### config.mk
export PLATFORM = sky130hd
export DESIGN_NAME = time_set_ctrl
export DESIGN_NICKNAME = d
export VERILOG_FILES = /design/src/rtl/time_set_ctrl.sv
export SDC_FILE = /design/constraint.sdc
export NUM_CORES = 1
export LEC_CHECK = 0
export ABC_AREA = 0
export ABC_CLOCK_PERIOD_IN_PS = 3400
export BUFFER_PORTS_ARGS = -buffer_cell sky130_fd_sc_hd__buf_2
export CAP_MARGIN = 15
export CORE_ASPECT_RATIO = 2
export CORE_UTILIZATION = 30
export DETAILED_ROUTE_END_ITERATION = 8
export MAX_ROUTING_LAYER = met4
export PLACE_DENSITY = 0.47
export SETUP_SLACK_MARGIN = 0.1
export SYNTH_ARGS = -nofsm -noshare
export SYNTH_HDL_FRONTEND = slang
export SYNTH_SLANG_ARGS = --single-unit
export TNS_END_PERCENT = 30
### constraint.sdc
create_clock -name clk_in_50M -period 3.4 [get_ports clk_in_50M]
set_input_delay 0.17 -clock clk_in_50M [delete_from_list [all_inputs] [get_ports clk_in_50M]]
set_output_delay 0.17 -clock clk_in_50M [all_outputs]
set_load 0.05 [all_outputs]
### src/rtl/time_set_ctrl.sv
// Front-panel time setter: debounces mode/inc/dec, edits a snapshot of hh:mm:ss, then loads it into the counters.
// Optional auto-repeat of held inc/dec keys is compiled in with `define AUTO_REPEAT_EN.
module time_set_ctrl #(
  parameter int DEBOUNCE_CYCLES = 1000000,
  parameter int REPEAT_DELAY    = 25000000,
  parameter int REPEAT_PERIOD   = 5000000
) (
  input  logic       clk_in_50M,
  input  logic       rst_n,
  input  logic       key_mode,
  input  logic       key_inc,
  input  logic       key_dec,
  input  logic [6:0] cur_hour,
  input  logic [6:0] cur_min,
  input  logic [6:0] cur_sec,
  output logic       en_hour,
  output logic       en_min,
  output logic       en_sec,
  output logic       load_hour,
  output logic       load_min,
  output logic       load_sec,
  output logic [6:0] data_hour,
  output logic [6:0] data_min,
  output logic [6:0] data_sec,
  output logic       set_active,
  output logic [1:0] edit_field
);

  localparam int DBW    = $clog2(DEBOUNCE_CYCLES + 1);
  localparam int K_MODE = 0;
  localparam int K_INC  = 1;
  localparam int K_DEC  = 2;

  typedef enum logic [2:0] {
    ST_RUN,
    ST_SET_HOUR,
    ST_SET_MIN,
    ST_SET_SEC,
    ST_COMMIT
  } state_t;

  state_t     r_state, w_state_nxt;
  logic [6:0] r_hour, r_min, r_sec;
  logic [6:0] w_hour_nxt, w_min_nxt, w_sec_nxt;

  logic [2:0]     w_keys;
  logic [2:0]     r_sync1, r_sync2, r_db, r_db_d;
  logic [DBW-1:0] r_db_cnt [3];
  logic [2:0]     w_press;
  logic [1:0]     w_rep;
  logic           w_up, w_dn;

  assign w_keys = {key_dec, key_inc, key_mode};

  // Debounced level flips only after DEBOUNCE_CYCLES consecutive samples disagree with it.
  always_ff @(posedge clk_in_50M or negedge rst_n) begin
    if (!rst_n) begin
      r_sync1 <= '0;
      r_sync2 <= '0;
      r_db    <= '0;
      r_db_d  <= '0;
      for (int i = 0; i < 3; i++) r_db_cnt[i] <= '0;
    end else begin
      r_sync1 <= w_keys;
      r_sync2 <= r_sync1;
      r_db_d  <= r_db;
      for (int i = 0; i < 3; i++) begin
        if (r_sync2[i] != r_db[i]) begin
          if (r_db_cnt[i] == DBW'(DEBOUNCE_CYCLES - 1)) begin
            r_db[i]     <= r_sync2[i];
            r_db_cnt[i] <= '0;
          end else begin
            r_db_cnt[i] <= r_db_cnt[i] + 1'b1;
          end
        end else begin
          r_db_cnt[i] <= '0;
        end
      end
    end
  end

  assign w_press = r_db & ~r_db_d;

`ifdef AUTO_REPEAT_EN
  localparam int RPW = $clog2(((REPEAT_DELAY > REPEAT_PERIOD) ? REPEAT_DELAY : REPEAT_PERIOD) + 1);

  logic [RPW-1:0] r_rep_cnt [2];
  logic [1:0]     r_rep_arm;
  logic           w_hold_ok;

  assign w_hold_ok = set_active & ~w_press[K_MODE] & ~(r_db[K_INC] & r_db[K_DEC]);

  // r_rep_cnt counts cycles since the last step; zero means idle. r_rep_arm selects delay vs period.
  always_comb begin
    w_rep = '0;
    for (int j = 0; j < 2; j++) begin
      if (w_hold_ok && r_db[j+1] && r_rep_cnt[j] != '0)
        w_rep[j] = r_rep_arm[j] ? (r_rep_cnt[j] == RPW'(REPEAT_PERIOD))
                                : (r_rep_cnt[j] == RPW'(REPEAT_DELAY));
    end
  end

  always_ff @(posedge clk_in_50M or negedge rst_n) begin
    if (!rst_n) begin
      r_rep_arm <= '0;
      for (int j = 0; j < 2; j++) r_rep_cnt[j] <= '0;
    end else begin
      for (int j = 0; j < 2; j++) begin
        if (!w_hold_ok || !r_db[j+1]) begin
          r_rep_cnt[j] <= '0;
          r_rep_arm[j] <= 1'b0;
        end else if (w_press[j+1]) begin
          r_rep_cnt[j] <= RPW'(1);
          r_rep_arm[j] <= 1'b0;
        end else if (w_rep[j]) begin
          r_rep_cnt[j] <= RPW'(1);
          r_rep_arm[j] <= 1'b1;
        end else if (r_rep_cnt[j] != '0) begin
          r_rep_cnt[j] <= r_rep_cnt[j] + 1'b1;
        end
      end
    end
  end
`else
  assign w_rep = 2'b00;
`endif

  assign w_up = (w_press[K_INC] | w_rep[0]) & ~(w_press[K_DEC] | w_rep[1]);
  assign w_dn = (w_press[K_DEC] | w_rep[1]) & ~(w_press[K_INC] | w_rep[0]);

  // Out-of-range values behave as max+1: inc wraps to 0, dec lands on max.
  function automatic logic [6:0] f_step(input logic [6:0] v, input logic [6:0] mx, input logic up);
    if (up) return (v >= mx) ? 7'd0 : v + 7'd1;
    else    return (v == 7'd0 || v > mx) ? mx : v - 7'd1;
  endfunction

  always_ff @(posedge clk_in_50M or negedge rst_n) begin
    if (!rst_n) begin
      r_state <= ST_RUN;
      r_hour  <= '0;
      r_min   <= '0;
      r_sec   <= '0;
    end else begin
      r_state <= w_state_nxt;
      r_hour  <= w_hour_nxt;
      r_min   <= w_min_nxt;
      r_sec   <= w_sec_nxt;
    end
  end

  always_comb begin
    w_state_nxt = r_state;
    w_hour_nxt  = r_hour;
    w_min_nxt   = r_min;
    w_sec_nxt   = r_sec;
    case (r_state)
      ST_RUN: begin
        if (w_press[K_MODE]) begin
          w_state_nxt = ST_SET_HOUR;
          w_hour_nxt  = cur_hour;
          w_min_nxt   = cur_min;
          w_sec_nxt   = cur_sec;
        end
      end
      ST_SET_HOUR: begin
        if (w_press[K_MODE])  w_state_nxt = ST_SET_MIN;
        else if (w_up | w_dn) w_hour_nxt = f_step(r_hour, 7'd23, w_up);
      end
      ST_SET_MIN: begin
        if (w_press[K_MODE])  w_state_nxt = ST_SET_SEC;
        else if (w_up | w_dn) w_min_nxt = f_step(r_min, 7'd59, w_up);
      end
      ST_SET_SEC: begin
        if (w_press[K_MODE])  w_state_nxt = ST_COMMIT;
        else if (w_up | w_dn) w_sec_nxt = f_step(r_sec, 7'd59, w_up);
      end
      ST_COMMIT: w_state_nxt = ST_RUN;
      default:   w_state_nxt = ST_RUN;
    endcase
  end

  assign en_hour    = (r_state == ST_RUN);
  assign en_min     = (r_state == ST_RUN);
  assign en_sec     = (r_state == ST_RUN);
  assign load_hour  = (r_state == ST_COMMIT);
  assign load_min   = (r_state == ST_COMMIT);
  assign load_sec   = (r_state == ST_COMMIT);
  assign data_hour  = r_hour;
  assign data_min   = r_min;
  assign data_sec   = r_sec;
  assign set_active = (r_state == ST_SET_HOUR) || (r_state == ST_SET_MIN) || (r_state == ST_SET_SEC);
  assign edit_field = (r_state == ST_SET_HOUR) ? 2'd1 :
                      (r_state == ST_SET_MIN)  ? 2'd2 :
                      (r_state == ST_SET_SEC)  ? 2'd3 : 2'd0;

endmodule
==> impl_metrics.toml, run 1 <==
[status]
status = "finished, violations left"
violations = "DRC"

[die]
row_count = 70
die_x_um = 98.2
die_h_um = 194
design.core.area_mm2 = 0.0182
io_pins = 56
die-area_mm2 = 0.0191
initial_core_util = 0.305

[sta]
finClkSkew_ps = 9.99
finalHoldViolations = 0
period_share = 0.727
drv_slew = 0
rsz0062_at_grt = "no"
setup_viol = 0
slew_headroom = 0.454
final.setup.tns_ps = 0
hold_slack_ps = 82.4
worst_pin_slew_ps = 813
fmax_mhz = 405
setup_slack_ps = 930
min_period_ps = 2470

[worst_setup_path]
critPathBufInv = 0
crit_type = "reg -> reg"
crit_arrival_ps = 2680
critPathTopFamily = "simple AND/OR/NAND/NOR gates"
path_cells = "ha_1 -> and4_1 -> nand2_1 -> nor4_1 -> nand2b_1 -> nor2_1"
crit_path_max_incr_delay_ps = 680
cp-start-kind = "register"
crit_path_max_fanout = 20
cp.required_ps = 3610
end_kind = "register"
cp_slowest_cell = "nand2b_1"

[clocking]
cts.path.max_buffers = 2
cts_resized = 0
htree_levels = 3
tritoncts = "done"
cts_inserted_buffers = 9
path_clk_slew_ps = 70
clk_latency_ps = 350
cts-root-buf = "clkbuf_16"
clock-sinks = 96

[placement]
port_buffers = 55
place_ws_ps = 801
gp_congestion = 0.861
hpwl_um = 9820

[flow_run]
drv_cap = 0

[pwr]
ir_drop_v = 0.000296
power.leakage_uw = 0.00280
p_per_area_mw_per_mm2 = 370

[logic_synthesis]
syn_nets = 648
ys_seq_area_frac = 0.432
syn_area_mm2 = 0.00556
synthTopCellsByArea = "dfrtp_1, xor2_1, nor2_1"
synth-seq-cells = 96
synth_cell_types = 65
synth.avg_cell_area_um2 = 9.13
synth-edff-count = 0
synth_flop_cell = "dfrtp_1"
yosysTopAreaCellShare = 0.432
ys_async_sr_fraction = 1.00
synth_warnings = 0
synth_top_cell_by_area = "dfrtp_1"
netlist_instances = 609

[drt]
firstDrtPassIters = 9
avgRoutedWirePerCell_um = 15.4
viasPerCell = 5.24
ant_nets = 0
vias = 4580
drt_wl_total_um = 13500
drcViolationCount = 7
drtIter0Drc = 199

[cells_and_area]
seq_area_mm2 = 0.00240
fill_cells = 1908
nets = 692
final_common_cell = "nor2_1"
multi_input_area_mm2 = 0.00293
drive_above_1_share = 0.134
area_growth_pct = 14.2
utilization = 0.348
mostFrequentLayoutCells = "nor2_1, dfrtp_1, buf_2, xor2_1, nand2_1"
num_antenna_cells = 0

[global_route]
antenna_found_initial = 0
grt_overflow_total = 0
grt_pass1_vias = 4701
gr-usage-all-layers = 0.153
grt_max_degree = 55
grt_pass1_wl_um = 22800

[min_path]
min_path_type = "in -> reg"
[layout make-up]
cell class,instances,area share
multi-input cells,461,0.461
flip-flops and latches,96,0.378
repair buffers,66,0.0583
well taps,216,0.0426
clock buffers,12,0.0404
inverters,19,0.0112
clock inverters,4,0.00808
[timing repair]
item / 4_1_cts / 5_1_grt
hold buffers: 4 / 0
hold endpoints to repair: 55 / 0
buffers inserted: 0 / 0
[Yosys cell counts (8+ instances only)]
| cell | instances |
|---|---|
| nor2_1 | 101 |
| dfrtp_1 | 96 |
| xor2_1 | 44 |
| nand2_1 | 43 |
| nand3_1 | 31 |
| xnor2_1 | 27 |
| clkbuf_1 | 18 |
| inv_1 | 18 |
| and3_1 | 16 |
| o21ai_0 | 16 |
| nand4_1 | 14 |
| nor3_1 | 14 |
| ha_1 | 13 |
| buf_2 | 10 |
| a21oi_1 | 9 |
| and2_1 | 8 |
[metrics by stage]
step           power [uW]  cell area (um^2)  instances
2_1_floorplan        1240              5560        609
3_3_place_gp         1300              6000        854
3_5_place_dp         1300              6000        854
4_1_cts              2390              6350        874
5_1_grt              2440              6350        874
6_report             2350              6350        874
[kinds of logic (layout without fill, tap and decap cells)]
| logic type | after synthesis | after routing | synth area share |
|---|---|---|---|
| and+or+nand+nor | 286 | 286 | 0.262 |
| buffers and inverters | 52 | 101 | 0.0414 |
| DFF | 96 | 96 | 0.432 |
| adders and majority gates | 13 | 13 | 0.0293 |
| muxes | 6 | 6 | 0.0117 |
| AOI/OAI and AO/OA | 85 | 85 | 0.112 |
| xor gates and xnor gates | 71 | 71 | 0.112 |
[path summary, 6_finish.rpt]
check,startpoint,end,slack [ps],depth (start not counted)
setup / recovery,r_db_cnt[0],r_db_cnt[5],930,6
hold / removal,cur_hour[0],data_hour[0],80,3
setup reg to reg,r_db_cnt[0],r_db_cnt[5],930,6
hold reg to reg,r_sync1[2],r_sync2[2],350,0
max in group asynchronous,rst_n,r_db_cnt[3],2180,3
min in group asynchronous,rst_n,data_min[5],410,2
[power breakdown]
group / total (uW) / internal [uW] / switching (uW)
Combinational: 105 / 35.9 / 69.0
Sequential: 1170 / 1160 / 17.3
Clock: 1070 / 613 / 458
[sequential cells by signal, summed over array words and instances, names as in the netlist]
| signal | count |
|---|---|
| r_db_cnt | 60 |
| data_sec | 7 |
| data_hour | 7 |
| data_min | 7 |
| r_db_d | 3 |
| r_sync2 | 3 |
| r_state | 3 |
| r_db | 3 |
| r_sync1 | 3 |
[worst register-to-register path, cell delays in order, from the launching register on]
cell      delay, ps
dfrtp_1         400
ha_1            220
and4_1          290
nand2_1         120
nor4_1          490
nand2b_1        680
nor2_1          130
[metal layers]
metal	vias up	part of all wire	track usage
li1	2214	-	-
met1	2225	0.38	0.147
met3	41	0.028	0.0205
met4	0	0.043	0.0896
met5	-	0	-
met2	100	0.55	0.287
(Power assumes the default switching activity.)
==> inputs of run 2 (changes only) <==
--- a/config.mk
+++ b/config.mk
@@ -6,14 +6,14 @@
 export NUM_CORES = 1
 export LEC_CHECK = 0
 export ABC_AREA = 0
-export ABC_CLOCK_PERIOD_IN_PS = 3400
+export ABC_CLOCK_PERIOD_IN_PS = 2050
 export BUFFER_PORTS_ARGS = -buffer_cell sky130_fd_sc_hd__buf_2
 export CAP_MARGIN = 15
 export CORE_ASPECT_RATIO = 2
 export CORE_UTILIZATION = 30
 export DETAILED_ROUTE_END_ITERATION = 8
 export MAX_ROUTING_LAYER = met4
-export PLACE_DENSITY = 0.47
+export PLACE_DENSITY = 0.49
 export SETUP_SLACK_MARGIN = 0.1
 export SYNTH_ARGS = -nofsm -noshare
 export SYNTH_HDL_FRONTEND = slang
==> constraint.sdc (replaced) <==
create_clock -name clk_in_50M -period 2.05 [get_ports clk_in_50M]
set_input_delay 0.1025 -clock clk_in_50M [delete_from_list [all_inputs] [get_ports clk_in_50M]]
set_output_delay 0.1025 -clock clk_in_50M [all_outputs]
set_load 0.05 [all_outputs]
==> impl_metrics.toml, run 2 (synthesis results as in run 1) <==
[status]
status = "finished, violations left"
violations = "DRC"

[worst_setup_path]
ff2ff_path_depth = 6
path_cells = "or4b_4 -> nor4_4 -> and3_4 -> nand2b_4 -> clkbuf_16 -> nor2_4"
timing.rr.end = "r_db_cnt[38]"
cp_slowest_cell = "or4b_4"
critPathTopFamily = "simple AND/OR/NAND/NOR gates"
rrSetupSlack_ps = 80
crit_path_max_fanout = 5
cp.required_ps = 2280
cp-start-kind = "register"
crit_type = "reg -> reg"
reg2reg_from = "r_db_cnt[28]"
end_kind = "register"
crit_path_max_incr_delay_ps = 550
crit_arrival_ps = 2210
critPathBufInv = 1

[clocking]
cts.path.max_buffers = 2
path_clk_slew_ps = 80
htree_levels = 3
cts-root-buf = "clkbuf_16"
tritoncts = "done"
cts_inserted_buffers = 9
clock-sinks = 96
clk_latency_ps = 360

[die]
die-area_mm2 = 0.0191
die_x_um = 98.2
row_count = 70
io_pins = 56
design.core.area_mm2 = 0.0182
die_h_um = 194
initial_core_util = 0.305

[sta]
period_share = 0.963
finalHoldViolations = 0
finClkSkew_ps = 12.4
worst_pin_slew_ps = 596
hold_slack_ps = 36.3
slew_headroom = 0.602
fmax_mhz = 507
drv_slew = 0
rsz0062_at_grt = "yes"
setup_viol = 0
min_period_ps = 1970

[cells_and_area]
final_cell_area_mm2 = 0.00709
fill_cells = 1820
final_common_cell = "dfrtp_1"
largest_reg_flops = 60
utilization = 0.389
area_growth_pct = 27.6
drive_above_1_share = 0.268
mostFrequentLayoutCells = "dfrtp_1, nor2_1, buf_2, buf_4, xor2_1"
largest-register = "r_db_cnt"
nets = 740
num_antenna_cells = 0

[global_route]
grt_pass1_vias = 5011
antenna_found_initial = 0
gr-usage-all-layers = 0.164
grt_max_degree = 97
grt_overflow_total = 0
grt_pass1_wl_um = 24100

[pwr]
p_per_area_mw_per_mm2 = 555
power.leakage_uw = 0.00309
ir_drop_v = 0.000280

[drt]
drcViolationCount = 11
vias = 4833
drt_wl_total_um = 15000
viasPerCell = 5.24
drtIter0Drc = 163
firstDrtPassIters = 7
avgRoutedWirePerCell_um = 16.2
ant_nets = 0

[placement]
placed_cell_area_mm2 = 0.00633
gp_congestion = 0.926
port_buffers = 55
hpwl_um = 10500

[min_path]
hold_end = "data_sec[6]"
min_path_type = "in -> reg"
hp-start = "cur_sec[6]"
worstHoldPathCells = 3

[flow_run]
drv_cap = 0
## run 2: worst reg2reg max path: stages, from the launching register on
cell	delay (ps)
dfrtp_1	400
or4b_4	550
nor4_4	280
and3_4	220
nand2b_4	190
clkbuf_16	190
nor2_4	30
## run 2: area by class of cell
class	count	area, um^2	area share
multi-input combinational	461	3190	0.449
clock inverter	6	65.1	0.00918
tap	216	270	0.0381
clock buffer	10	239	0.0337
sequential	96	2410	0.340
inverter	19	71.3	0.0101
timing repair buffer	114	845	0.119
## run 2: metal layers
layer,up-vias,global-route usage,share of wire
li1,2312,-,-
met1,2366,0.154,0.37
met2,117,0.313,0.56
met3,38,0.0173,0.028
met4,0,0.0978,0.043
met5,-,-,0
## run 2: repair_timing
item	in CTS	in global routing
endpoints found under the hold margin	99	0
setup buffers	5	7
gates resized for setup	7	48
hold buffers	4	0
setup endpoints to repair	21	79
gates cloned	1	3
pin swaps	3	20
## run 2: report_power, final
| group | leakage (uW) | total (uW) | switching [uW] | internal [uW] |
|---|---|---|---|---|
| clock network | 0.000149 | 1770 | 782 | 985 |
| registers | 0.00125 | 1950 | 28.8 | 1920 |
| logic | 0.00169 | 225 | 136 | 88.8 |
## run 2: how the worst max path moves through the flow
stage               cells after the start            to  slack, ps          from
finish                                  6  r_db_cnt[38]         80  r_db_cnt[28]
global route                            6  r_db_cnt[34]        0.9  r_db_cnt[28]
CTS                                     6  data_hour[6]         90       r_db[2]
detailed placement                      7  data_hour[6]         10  data_hour[0]
global placement                        4  data_hour[3]         50  data_hour[1]
floorplan                               6   data_min[5]        -90   data_min[0]
## run 2: metrics by stage
stage	setup slack, ps	total power, uW	setup TNS [ps]	std cells
2_1_floorplan	-89.0	2070	-89.0	609
3_3_place_gp	46.4	2170	0	886
3_5_place_dp	11.0	2170	0	886
4_1_cts	91.6	3970	0	912
5_1_grt	0.904	4080	0	922
6_report	75.8	3940	0	922
==> inputs of run 3 (changes only) <==
==> constraint.sdc (replaced) <==
create_clock -name clk_in_50M -period 2.05 [get_ports clk_in_50M]
set_input_delay 0.41 -clock clk_in_50M [delete_from_list [all_inputs] [get_ports clk_in_50M]]
set_output_delay 0.41 -clock clk_in_50M [all_outputs]
set_load 0.05 [all_outputs]
==> impl_metrics.toml, run 3 (synthesis results as in run 1) <==
[status]
status = "finished, violations left"
violations = "DRC"

[cells_and_area]
area_growth_pct = 24.1
final_common_cell = "nor2_1"
final_cell_area_mm2 = 0.00690
fill_cells = 1813
nets = 735
final_cells = 917
largest-register = "r_db_cnt"
largest_reg_flops = 60
drive_above_1_share = 0.231
mostFrequentLayoutCells = "nor2_1, dfrtp_1, buf_2, buf_4, xor2_1"
num_antenna_cells = 0

[global_route]
grt_pass1_vias = 4792
grt_max_degree = 41
grt_overflow_total = 0
grt_pass1_wl_um = 22800
gr-usage-all-layers = 0.153
antenna_found_initial = 0

[clocking]
tritoncts = "done"
htree_levels = 3
clock-sinks = 96
cts-root-buf = "clkbuf_16"
cts.path.max_buffers = 2
path_clk_slew_ps = 70
cts_inserted_buffers = 9
clk_latency_ps = 350

[sta]
setup_viol = 0
rsz0062_at_grt = "yes"
slew_headroom = 0.638
fmax_mhz = 509
worst_pin_slew_ps = 539
period_share = 0.959
min_period_ps = 1960
finClkSkew_ps = 5.92
drv_slew = 0
finalHoldViolations = 0
hold_slack_ps = 168

[worst_setup_path]
crit_end = "data_hour[3]"
timing.rr.end = "data_hour[3]"
crit_path_max_fanout = 5
crit_path_max_incr_delay_ps = 500
rrSetupSlack_ps = 90
path_cells = "buf_6 -> or4_4 -> or4_1 -> o311a_1 -> o311ai_1"
cp.required_ps = 2300
reg2reg_from = "data_hour[0]"
critPathBufInv = 1
ff2ff_path_depth = 5
cp-start-kind = "register"
end_kind = "register"
crit_start = "data_hour[0]"
cp_slowest_cell = "or4_4"
crit_type = "reg -> reg"
critPathTopFamily = "simple AND/OR/NAND/NOR gates"
crit_arrival_ps = 2220
cp.depth = 5

[placement]
placed_cell_area_mm2 = 0.00635
dp.cells = 890
gp_congestion = 0.863
port_buffers = 55
hpwl_um = 10300

[die]
initial_core_util = 0.305
die_x_um = 98.2
io_pins = 56
row_count = 70
die_h_um = 194
die-area_mm2 = 0.0191
design.core.area_mm2 = 0.0182

[drt]
vias = 4783
drcViolationCount = 4
met1_length_um = 5220
highest_layer = "met4"
route.met3.wl_um = 385
drt_wl_total_um = 14000
firstDrtPassIters = 9
avgRoutedWirePerCell_um = 15.3
ant_nets = 0
viasPerCell = 5.22
wl_met2_um = 7820
drtIter0Drc = 143

[pwr]
p_per_area_mw_per_mm2 = 578
power.leakage_uw = 0.00305
ir_drop_v = 0.000482
p_total_uw = 3990

[flow_run]
drv_cap = 0

[min_path]
min_path_type = "in -> reg"
==> run 3: area by class of cell <==
cell class	instances	area (um^2)	area share
timing repair buffer	109	769	0.112
sequential	96	2410	0.350
inverter	19	71.3	0.0103
tap	216	270	0.0392
clock inverter	5	80.1	0.0116
multi-input combinational	461	3050	0.442
clock buffer	11	243	0.0352
==> run 3: worst min path at each step <==
stage / to / start / cells after the start / slack (ps)
after floorplan: data_hour[0] / rst_n / 0 / 110
after global placement: r_sync2[2] / r_sync1[2] / 0 / 340
after detailed placement: r_sync2[0] / r_sync1[0] / 0 / 350
after CTS: r_sync1[1] / key_inc / 1 / 160
after global routing: r_sync1[2] / key_dec / 1 / 160
final: r_sync1[1] / key_inc / 1 / 170
==> run 3: metrics by stage <==
stage	TNS, ps	setup slack [ps]	utilization
2_1_floorplan	-59.5	-32.4	-
3_3_place_gp	0	60.8	0.349
3_5_place_dp	-48.4	-48.4	0.349
4_1_cts	0	45.0	0.370
5_1_grt	0	21.2	0.379
6_report	0	85.0	0.379
==> run 3: per-layer routing <==
| metal | vias to the layer above | GRT usage |
|---|---|---|
| li1 | 2300 | - |
| met2 | 127 | 0.290 |
| met4 | 0 | 0.0896 |
| met5 | - | - |
| met3 | 44 | 0.0155 |
| met1 | 2312 | 0.148 |
==> run 3: timing repair <==
item	4_1_cts	5_1_grt
endpoints found under the setup margin	24	68
cloned	0	1
hold buffers	1	0
setup buffers	2	7
resized for setup	5	17
endpoints found under the hold margin	22	0
pin swaps	1	4
==> run 3: power breakdown <==
group,switching [uW],leakage [uW],internal (uW),total (uW)
clock network,738,0.000152,1100,1840
logic,122,0.00165,74.8,197
registers,30.7,0.00125,1920,1950
